**src/rtl/cfg_arb_pkg.sv**
```systemverilog
// ============================================================================
// Module   : cfg_arb_pkg
// Brief    : Shared types and constants for the config source arbiter.
// Revision : 1.0 - initial release
// ============================================================================
`default_nettype none

package cfg_arb_pkg;

  typedef enum logic [1:0] {
    IDLE    = 2'd0,
    SESSION = 2'd1,
    FLUSH   = 2'd2
  } arb_state_e;

  localparam logic OWNER_UART = 1'b0;
  localparam logic OWNER_USB  = 1'b1;

  localparam int BYTES_PER_WORD = 4;
  localparam int CNT_W          = $clog2(BYTES_PER_WORD);
  localparam logic [CNT_W-1:0] LAST_SLOT = CNT_W'(BYTES_PER_WORD - 1);

  // Slot 0 is the most significant byte of the config word.
  function automatic logic [31:0] place_byte(input logic [7:0] b, input logic [CNT_W-1:0] slot);
    place_byte = {b, 24'h000000} >> (8 * slot);
  endfunction

endpackage

`default_nettype wire

```
**src/rtl/cfg_word_packer.sv**
```systemverilog
// ============================================================================
// Module   : cfg_word_packer
// Brief    : Packs accepted bytes into 32-bit words and holds the output word
//            until the consumer handshakes it.
// Revision : 1.0 - initial release
// ============================================================================
`default_nettype none

module cfg_word_packer
  import cfg_arb_pkg::*;
(
  input  logic             clk,
  input  logic             reset,
  input  logic             byte_valid,
  input  logic [7:0]       byte_data,
  input  logic             byte_last,
  input  logic             flush,
  input  logic             word_ready,
  output logic [CNT_W-1:0] byte_cnt,
  output logic             word_valid,
  output logic [31:0]      word_data,
  output logic             word_last
);

  logic [CNT_W-1:0] r_cnt;
  logic [31:0]      r_pack;
  logic             r_word_valid;
  logic [31:0]      r_word_data;
  logic             r_word_last;
  logic [31:0]      w_packed;
  logic             w_full;

  assign w_packed = r_pack | place_byte(byte_data, r_cnt);
  assign w_full   = (r_cnt == LAST_SLOT);

  always_ff @(posedge clk) begin
    if (reset) begin
      r_cnt        <= '0;
      r_pack       <= '0;
      r_word_valid <= 1'b0;
      r_word_data  <= '0;
      r_word_last  <= 1'b0;
    end else begin
      if (r_word_valid && word_ready) begin
        r_word_valid <= 1'b0;
        r_word_data  <= '0;
        r_word_last  <= 1'b0;
      end
      // A last byte ends the word early; unfilled low slots stay zero.
      if (byte_valid) begin
        if (w_full || byte_last) begin
          r_word_valid <= 1'b1;
          r_word_data  <= w_packed;
          r_word_last  <= byte_last;
          r_cnt        <= '0;
          r_pack       <= '0;
        end else begin
          r_pack <= w_packed;
          r_cnt  <= r_cnt + 1'b1;
        end
      end else if (flush) begin
        r_word_valid <= 1'b1;
        r_word_data  <= r_pack;
        r_word_last  <= 1'b1;
        r_cnt        <= '0;
        r_pack       <= '0;
      end
    end
  end

  assign byte_cnt   = r_cnt;
  assign word_valid = r_word_valid;
  assign word_data  = r_word_data;
  assign word_last  = r_word_last;

endmodule

`default_nettype wire

```
**src/rtl/config_source_arbiter.sv**
```systemverilog
// ============================================================================
// Module   : config_source_arbiter
// Brief    : Grants UART or USB DFU a whole bitstream session and packs its
//            bytes into config words. Idle timeout enabled by CFG_ARB_TIMEOUT_EN.
// Revision : 1.0 - initial release
// ============================================================================
`default_nettype none

module config_source_arbiter
  import cfg_arb_pkg::*;
#(
  parameter int PRIO_USB       = 1,
  parameter int TIMEOUT_CYCLES = 1250000,
  parameter int TIMEOUT_W      = 21
) (
  input  logic        clk,
  input  logic        reset,
  input  logic        uart_valid_i,
  input  logic [7:0]  uart_data_i,
  input  logic        uart_last_i,
  output logic        uart_ready_o,
  input  logic        usb_valid_i,
  input  logic [7:0]  usb_data_i,
  input  logic        usb_last_i,
  output logic        usb_ready_o,
  output logic        word_valid_o,
  output logic [31:0] word_data_o,
  output logic        word_last_o,
  input  logic        word_ready_i,
  output logic        active_o,
  output logic        owner_o,
  output logic        timeout_o
);

  arb_state_e       r_state;
  arb_state_e       w_next;
  logic             r_owner;
  logic             w_owner_valid;
  logic [7:0]       w_owner_data;
  logic             w_owner_last;
  logic             w_byte_ready;
  logic             w_accept;
  logic             w_word_hs;
  logic             w_grant_usb;
  logic             w_timeout_fire;
  logic             w_flush;
  logic [CNT_W-1:0] w_byte_cnt;

  assign w_owner_valid = (r_owner == OWNER_USB) ? usb_valid_i : uart_valid_i;
  assign w_owner_data  = (r_owner == OWNER_USB) ? usb_data_i  : uart_data_i;
  assign w_owner_last  = (r_owner == OWNER_USB) ? usb_last_i  : uart_last_i;

  assign w_byte_ready = (r_state == SESSION) && !word_valid_o;
  assign w_accept     = w_byte_ready && w_owner_valid;
  assign w_word_hs    = word_valid_o && word_ready_i;
  assign w_grant_usb  = usb_valid_i && (!uart_valid_i || (PRIO_USB != 0));
  assign w_flush      = w_timeout_fire && (w_byte_cnt != '0);

  assign uart_ready_o = w_byte_ready && (r_owner == OWNER_UART);
  assign usb_ready_o  = w_byte_ready && (r_owner == OWNER_USB);
  assign active_o     = (r_state != IDLE);
  assign owner_o      = r_owner;

  always_comb begin
    w_next = r_state;
    case (r_state)
      IDLE: begin
        if (uart_valid_i || usb_valid_i) w_next = SESSION;
      end
      SESSION: begin
        if (w_accept && w_owner_last && (w_byte_cnt != LAST_SLOT)) begin
          w_next = FLUSH;
        end else if (w_word_hs && word_last_o) begin
          w_next = IDLE;
        end else if (w_timeout_fire) begin
          w_next = (w_byte_cnt != '0) ? FLUSH : IDLE;
        end
      end
      FLUSH: begin
        if (w_word_hs) w_next = IDLE;
      end
      default: w_next = IDLE;
    endcase
  end

  always_ff @(posedge clk) begin
    if (reset) begin
      r_state <= IDLE;
      r_owner <= OWNER_UART;
    end else begin
      r_state <= w_next;
      if ((r_state == IDLE) && (uart_valid_i || usb_valid_i)) begin
        r_owner <= w_grant_usb ? OWNER_USB : OWNER_UART;
      end
    end
  end

`ifdef CFG_ARB_TIMEOUT_EN
  localparam logic [TIMEOUT_W-1:0] c_tmo_max = TIMEOUT_W'(TIMEOUT_CYCLES - 1);

  logic [TIMEOUT_W-1:0] r_tmo_cnt;
  logic                 r_timeout;

  // Waiting on the consumer is not source idleness, so the count holds then.
  assign w_timeout_fire = (r_state == SESSION) && !word_valid_o && !w_accept &&
                          (r_tmo_cnt == c_tmo_max);

  always_ff @(posedge clk) begin
    if (reset) begin
      r_tmo_cnt <= '0;
      r_timeout <= 1'b0;
    end else begin
      r_timeout <= w_timeout_fire;
      if ((r_state != SESSION) || w_accept || w_timeout_fire) begin
        r_tmo_cnt <= '0;
      end else if (!word_valid_o) begin
        r_tmo_cnt <= r_tmo_cnt + 1'b1;
      end
    end
  end

  assign timeout_o = r_timeout;
`else
  assign w_timeout_fire = 1'b0;
  // Timeout parameters are kept referenced so both builds share one interface.
  assign timeout_o = 1'b0 & (TIMEOUT_CYCLES > TIMEOUT_W);
`endif

  cfg_word_packer u_packer (
    .clk        (clk),
    .reset      (reset),
    .byte_valid (w_accept),
    .byte_data  (w_owner_data),
    .byte_last  (w_owner_last),
    .flush      (w_flush),
    .word_ready (word_ready_i),
    .byte_cnt   (w_byte_cnt),
    .word_valid (word_valid_o),
    .word_data  (word_data_o),
    .word_last  (word_last_o)
  );

endmodule

`default_nettype wire
```
**config.mk**
```make
export PLATFORM = sky130hd
export DESIGN_NAME = config_source_arbiter
export DESIGN_NICKNAME = d
export VERILOG_FILES = /design/src/rtl/cfg_arb_pkg.sv /design/src/rtl/cfg_word_packer.sv /design/src/rtl/config_source_arbiter.sv
export SDC_FILE = /design/constraint.sdc
export NUM_CORES = 1
export LEC_CHECK = 0
export ABC_AREA = 1
export CAP_MARGIN = 40
export CORE_MARGIN = 3
export CORE_UTILIZATION = 30
export CTS_CLUSTER_SIZE = 30
export DETAILED_ROUTE_END_ITERATION = 8
export GPL_TIMING_DRIVEN = 1
export SLEW_MARGIN = 20
export SYNTH_ARGS = -nofsm -noshare
export SYNTH_HDL_FRONTEND = slang
export SYNTH_SLANG_ARGS = --single-unit
```
**constraint.sdc**
```tcl
create_clock -name clk -period 3 [get_ports clk]
set_input_delay 0.3 -clock clk [delete_from_list [all_inputs] [get_ports clk]]
set_output_delay 0.3 -clock clk [all_outputs]
set_load 0.005 [all_outputs]
```
== Word-level counts from Yosys, hierarchy flattened ==
Cells that the tools add are included.
Storage, ports and cells
  bits in registers: 71
  latch bits: 0
  memory bits (writable): 0
  ROM bits: 0
  input port bits: 23
  output and inout bits: 39
  memories kept: 0
Cells by class
  add/subtract/negate cells: 1
  multipliers: 0
  divide/modulo/power cells: 0
  order comparisons: 0
  equality and inequality tests: 7
  shift operators: 1
  muxes and demuxes: 20
  bitwise logic cells: 2
  reduce and logical (&&, ||, !) cells: 15
Operators with widths (count)
  $mux 32: 4
  $or 32x32->32: 1
  $shr 32x5->32: 1
  $mux 2: 5
  $logic_and 1x1->1: 9
  $mux 1: 9
  $mux 8: 1
  $ne 2x2->1 const B: 3
  $pmux 2 s3: 1
  $eq 2x2->1 const B: 2
  $ne 3x1->1 const B: 1
  $reduce_and 3->1: 1
  $add 2x1->2 const B: 1
  $eq 2x1->1 const B: 1
  $logic_not 2->1: 1
  $logic_or 1x1->1: 2
  $reduce_bool 2->1: 1
  $logic_not 1->1: 1
  $not 1->1: 1

== Longest topological paths before layout ==
  depth after elaboration: 7
  depth in mapped cells: 8

== Hierarchy ==
A second synthesis with hierarchy kept.
Second synthesis, totals
  cells, all modules: 629
  area, all modules: 3921.3 um^2
By module, submodules not included
  cfg_word_packer: times used 1, cells an instance 563, area each 3577.2 um^2, sequential area each 1361.3 um^2
  config_source_arbiter: times used 1, cells an instance 66, area each 344.1 um^2, sequential area each 60.1 um^2

== Worst setup path before layout ==
OpenSTA, ideal clock, no wires.
  path type: register to register
  from: register r_owner (netlist: owner_o)
  to: register u_packer.r_pack[15]
  setup time: 0.117 ns
  arrival: 1.133 ns
  required time: 2.883 ns
  path slack: 1.750 ns
  cell stages (with the launch flop): 9
  path buffers: 1
  cells stage by stage: dfxtp_1 -> inv_2 -> nand2_1 -> nand2_1 -> nor2_4 -> nand2_4 -> nand2_2 -> buf_4 -> nor3_2
Between the ends
  word-level cells in the longest chain between the ends: 4
  elaborated cells on any way between the ends: 8
  those cells by class: shift: 1; mux: 4; bitwise: 1; reduce/logical: 2
RTL lines
  start, declared: RTL line config_source_arbiter.sv:37  | logic r_owner;
  start signal, assigned: RTL line config_source_arbiter.sv:93  | r_owner <= w_grant_usb ? OWNER_USB : OWNER_UART;
  $mux 8: RTL line config_source_arbiter.sv:50  | assign w_owner_data = (r_owner == OWNER_USB) ? usb_data_i : uart_data_i;
  $shr 32x5->32: RTL line cfg_arb_pkg.sv:25  | place_byte = {b, 24'h000000} >> (8 * slot);
  $or 32x32->32: RTL line cfg_word_packer.sv:33  | assign w_packed = r_pack | place_byte(byte_data, r_cnt);
  $mux 32: RTL line cfg_word_packer.sv:51  | if (w_full || byte_last) begin
  end signal, assigned: RTL line cfg_word_packer.sv:58  | r_pack <= w_packed;
  end, declared: RTL line cfg_word_packer.sv:26  | logic [31:0] r_pack;
Several ways; a longest one is shown, not always the timed one.
A chain may end at the register's enable or synchronous reset.

== Worst setup path after layout ==
  from: register r_owner (netlist: owner_o)
  to: register u_packer.r_pack[26]
Same word-level chain as after synthesis.

==> impl_results.md <==
* Synth cell count leaders: 76 x nand2_1, 71 x dfxtp_1, 65 x inv_1
* CP Launch Type: flop
* Sequential share of power at 44.4%
* Layout net count at 508
* Layout cell share with drive strength beyond 1 at about 11%
* Critical path's slowest cell: dfxtp_1
* Clock tree buffer depth at 2
* Area delta synth->final at 27.5%
* Largest net degree at the start of global routing at 39
* Die X at roughly 110 µm
* Status: completed
* Effective utilization at floorplan at between 30% and 40%
* Setup-failing EPs final at 0
* Worst Hold Class: flop to flop
* DR iter-0 viols at 141
* Total gr overflow at 0
* P_leak at 1.59 nW
* Worst-margin pin slew at 0.664 ns
* RD Place Congestion at 0.858
* Most Crowded Layer GR: met2
* Diodes inserted at 0
* Main flop type after synthesis: dfxtp_1
* Setup TNS at 0 ns
* Clock sink total at 71
* Int Pwr at 1.62 mW
* Area fraction of the dominant cell type after synthesis at 44.1%
* Synthesized area per cell at 7.46 µm²
* Slew Limit Fails at 0
* Post-synthesis async set-or-reset flop share at 0%
* Via count at 2937
* Worst Skew at 0.0117 ns
* CP Capture Type: flop
* Logic gate share of total power at 16.6%
* GR Util met1 at 20.3%
* VDD IR max at roughly 0.18 mV
* Num CTS Buffers at 9
* Final Hold Viols at 0
* Yosys warns at 0
* Initial antenna violation count at 0
* Die height at 110 µm
* CP Cell Sequence: inv_2, nand2_1, nand2_1, nor2_4, buf_4, nand2_4, nand2_2, buf_4, nor3_2
* Pwr/cell area at approximately 540 mW/mm²
* Top delay family on crit path: buffers and inverters
* Synth area leader: dfxtp_1
* H-tree depth at 3
* Arrival time worst endpoint at 2.46 ns
* CTS root buffer: clkbuf_8
* Synthesized area at ~0.0032 mm²
* DP HPWL at 5.83 mm
* Reg2reg end: u_packer.r_pack[26]$_SDFFE_PP0N_
* Row cnt at 37
* CP startpoint: owner_o$_SDFFE_PP0P_
* FF+latch count, synth at 71
* Switch Pwr at approximately 0.62 mW
* Syn Inst Count at 432
* Category of the critical setup timing path: flop to flop
* CP Depth at 9
* Worst R2R Start: owner_o$_SDFFE_PP0P_
* Clk network pwr share at 39.0%
* Sw frac at 27.6%
* Most common cell in the synthesized netlist: nand2_1
* Max stage delay on crit path at 0.60 ns
* DRT antenna net count at 0
* CORE AREA at 0.0104 mm²
* Worst-path maximum fanout at 30
* Final min period at 2.22 ns
* Clock slew at reported path FFs at approximately 0.070 ns
* Max_slew headroom at 55.6%
* Post-synth EDFFs at 0
* Detailed Routing Iterations Pass 1 at 4
* Gr usage total at 15.0%
* Crit path to: u_packer.r_pack[26]$_SDFFE_PP0N_
* Register area share after synthesis at 44.1%
* Vias in the first global route at 2812
* RSZ-0062 raised after global routing: false
* CP Buf/Inv Count at 3
* # port buffers at 60
* Grt met3 use at 4.58%
* Number of library cell types mapped by synthesis at 24
* DRC viols at 0
* Vias per Instance at 4.70
* Die area at between 0.01 and 0.015 mm²
* TritonCTS clock tree: done
* Post-DR wirelength/cell at 13.4 µm
* Post-cts resize count at 0
* Syn Nets at 456
* FF-to-FF path depth at 9
* R2r setup slk at 0.78 ns
* Max-cap violations at 0
* Achievable Freq at 450 MHz
* Final total power at 2.23 mW
* Setup Buffers After CTS at 0
* Drt total wl at 8.40 mm
* Clock Latency Late Sink at approximately 0.35 ns
* Synth area leaders: dfxtp_1 44%, nand2_1 8.9%, nand3_1 7.6%, inv_1 7.6%, nor3_2 7.5%
* GR Util met2 at between 20% and 30%
* First-pass GRT wire length at ~14 mm
* Cts hold-fix bufs at 0
* CP required at 3.24 ns
* # IOs at 62
* Final period utilization at 74.1%
## worst register-to-register path: stages, from the launching register on
cell     delay, ns
dfxtp_1       0.60
inv_2         0.19
nand2_1       0.10
nand2_1       0.08
nor2_4        0.09
buf_4         0.33
nand2_4       0.08
nand2_2       0.31
buf_4         0.30
nor3_2        0.06
## power groups by stage
stage	logic (mW)	registers, mW	clock network (mW)
floorplan	0.253	1.01	0
global placement	0.366	1.01	0
detailed placement	0.372	1.01	0
CTS	0.374	0.992	0.888
global route	0.417	0.995	0.936
finish	0.371	0.992	0.872
## sequential cells by signal (all words and copies together) (netlist names)
| signal | flops |
|---|---|
| owner_o | 1 |
| u_packer.word_valid | 1 |
| u_packer.byte_cnt | 2 |
| u_packer.word_data | 32 |
| r_state | 2 |
| u_packer.r_pack | 32 |
| u_packer.word_last | 1 |
## cells in the final DEF (no fill, tap or decap), types with 2 or more instances in the layout
cell	instances
nor2_1	35
o21ai_1	27
inv_1	65
buf_4	9
nand3_2	2
clkbuf_1	2
nor3_2	24
clkdlybuf4s50_1	60
inv_2	2
nand2_2	2
a21oi_1	16
clkbuf_8	11
clkinv_1	2
bufinv_16	2
nand3_1	49
nand4_1	24
nand2_1	76
o21ai_0	4
dfxtp_1	71
## per-stage QoR
step	setup WS [ns]	cell area (µm²)	cells	utilization, %	hold WS (ns)
detailed placement	0.728	3880	609	37.5	0.441
floorplan	1.75	3220	432	-	0.369
finish	0.777	4110	625	39.6	0.455
CTS	0.742	4110	625	39.6	0.453
global placement	0.746	3880	609	37.5	0.435
global route	0.540	4110	625	39.6	0.471
## layout make-up
| cell class | count | area (µm²) |
|---|---|---|
| Clock inverter | 3 | 65.1 |
| Clock buffer | 13 | 159 |
| Sequential cell | 71 | 1420 |
| Tap cell | 136 | 170 |
| Fill cell | 1084 | 6260 |
| Inverter | 69 | 259 |
| Multi-Input combinational cell | 264 | 1370 |
| Timing Repair Buffer | 69 | 668 |
## routing by layer
| layer | routed length (µm) | vias up | share of wire (%) |
|---|---|---|---|
| met5 | 0 | - | 0 |
| met4 | 62 | 0 | 0.74 |
| met3 | 511 | 7 | 6.1 |
| met2 | 3850 | 78 | 46 |
| met1 | 3970 | 1361 | 47 |
| li1 | - | 1491 | - |
## kinds of logic (layout without fill, tap and decap cells)
| group | count (synthesis) | after routing | share of synthesized area, % |
|---|---|---|---|
| buffers and inverters | 97 | 154 | 13.5 |
| DFF | 71 | 71 | 44.1 |
| and+or+nand+nor | 214 | 214 | 34.4 |
| AOI/OAI and AO/OA | 48 | 48 | 7.53 |
| adders and majority gates | 1 | 1 | 0.388 |
| other | 1 | 1 | 0.116 |
## worst min-delay path by stage
stage                     slack (ns)  cells after the start                         endpoint                             from
after CTS                       0.45                      2  u_packer.r_pack[8]$_SDFFE_PP0N_  u_packer.r_pack[8]$_SDFFE_PP0N_
final                           0.45                      2  u_packer.r_pack[3]$_SDFFE_PP0N_  u_packer.r_pack[3]$_SDFFE_PP0N_
after detailed placement        0.44                      2  u_packer.r_pack[8]$_SDFFE_PP0N_  u_packer.r_pack[8]$_SDFFE_PP0N_
after global routing            0.47                      2  u_packer.r_pack[7]$_SDFFE_PP0N_  u_packer.r_pack[7]$_SDFFE_PP0N_
after floorplan                 0.37                      1             owner_o$_SDFFE_PP0P_                            reset
after global placement          0.43                      2  u_packer.r_pack[8]$_SDFFE_PP0N_  u_packer.r_pack[8]$_SDFFE_PP0N_
Power figures use the tool's default switching activity.
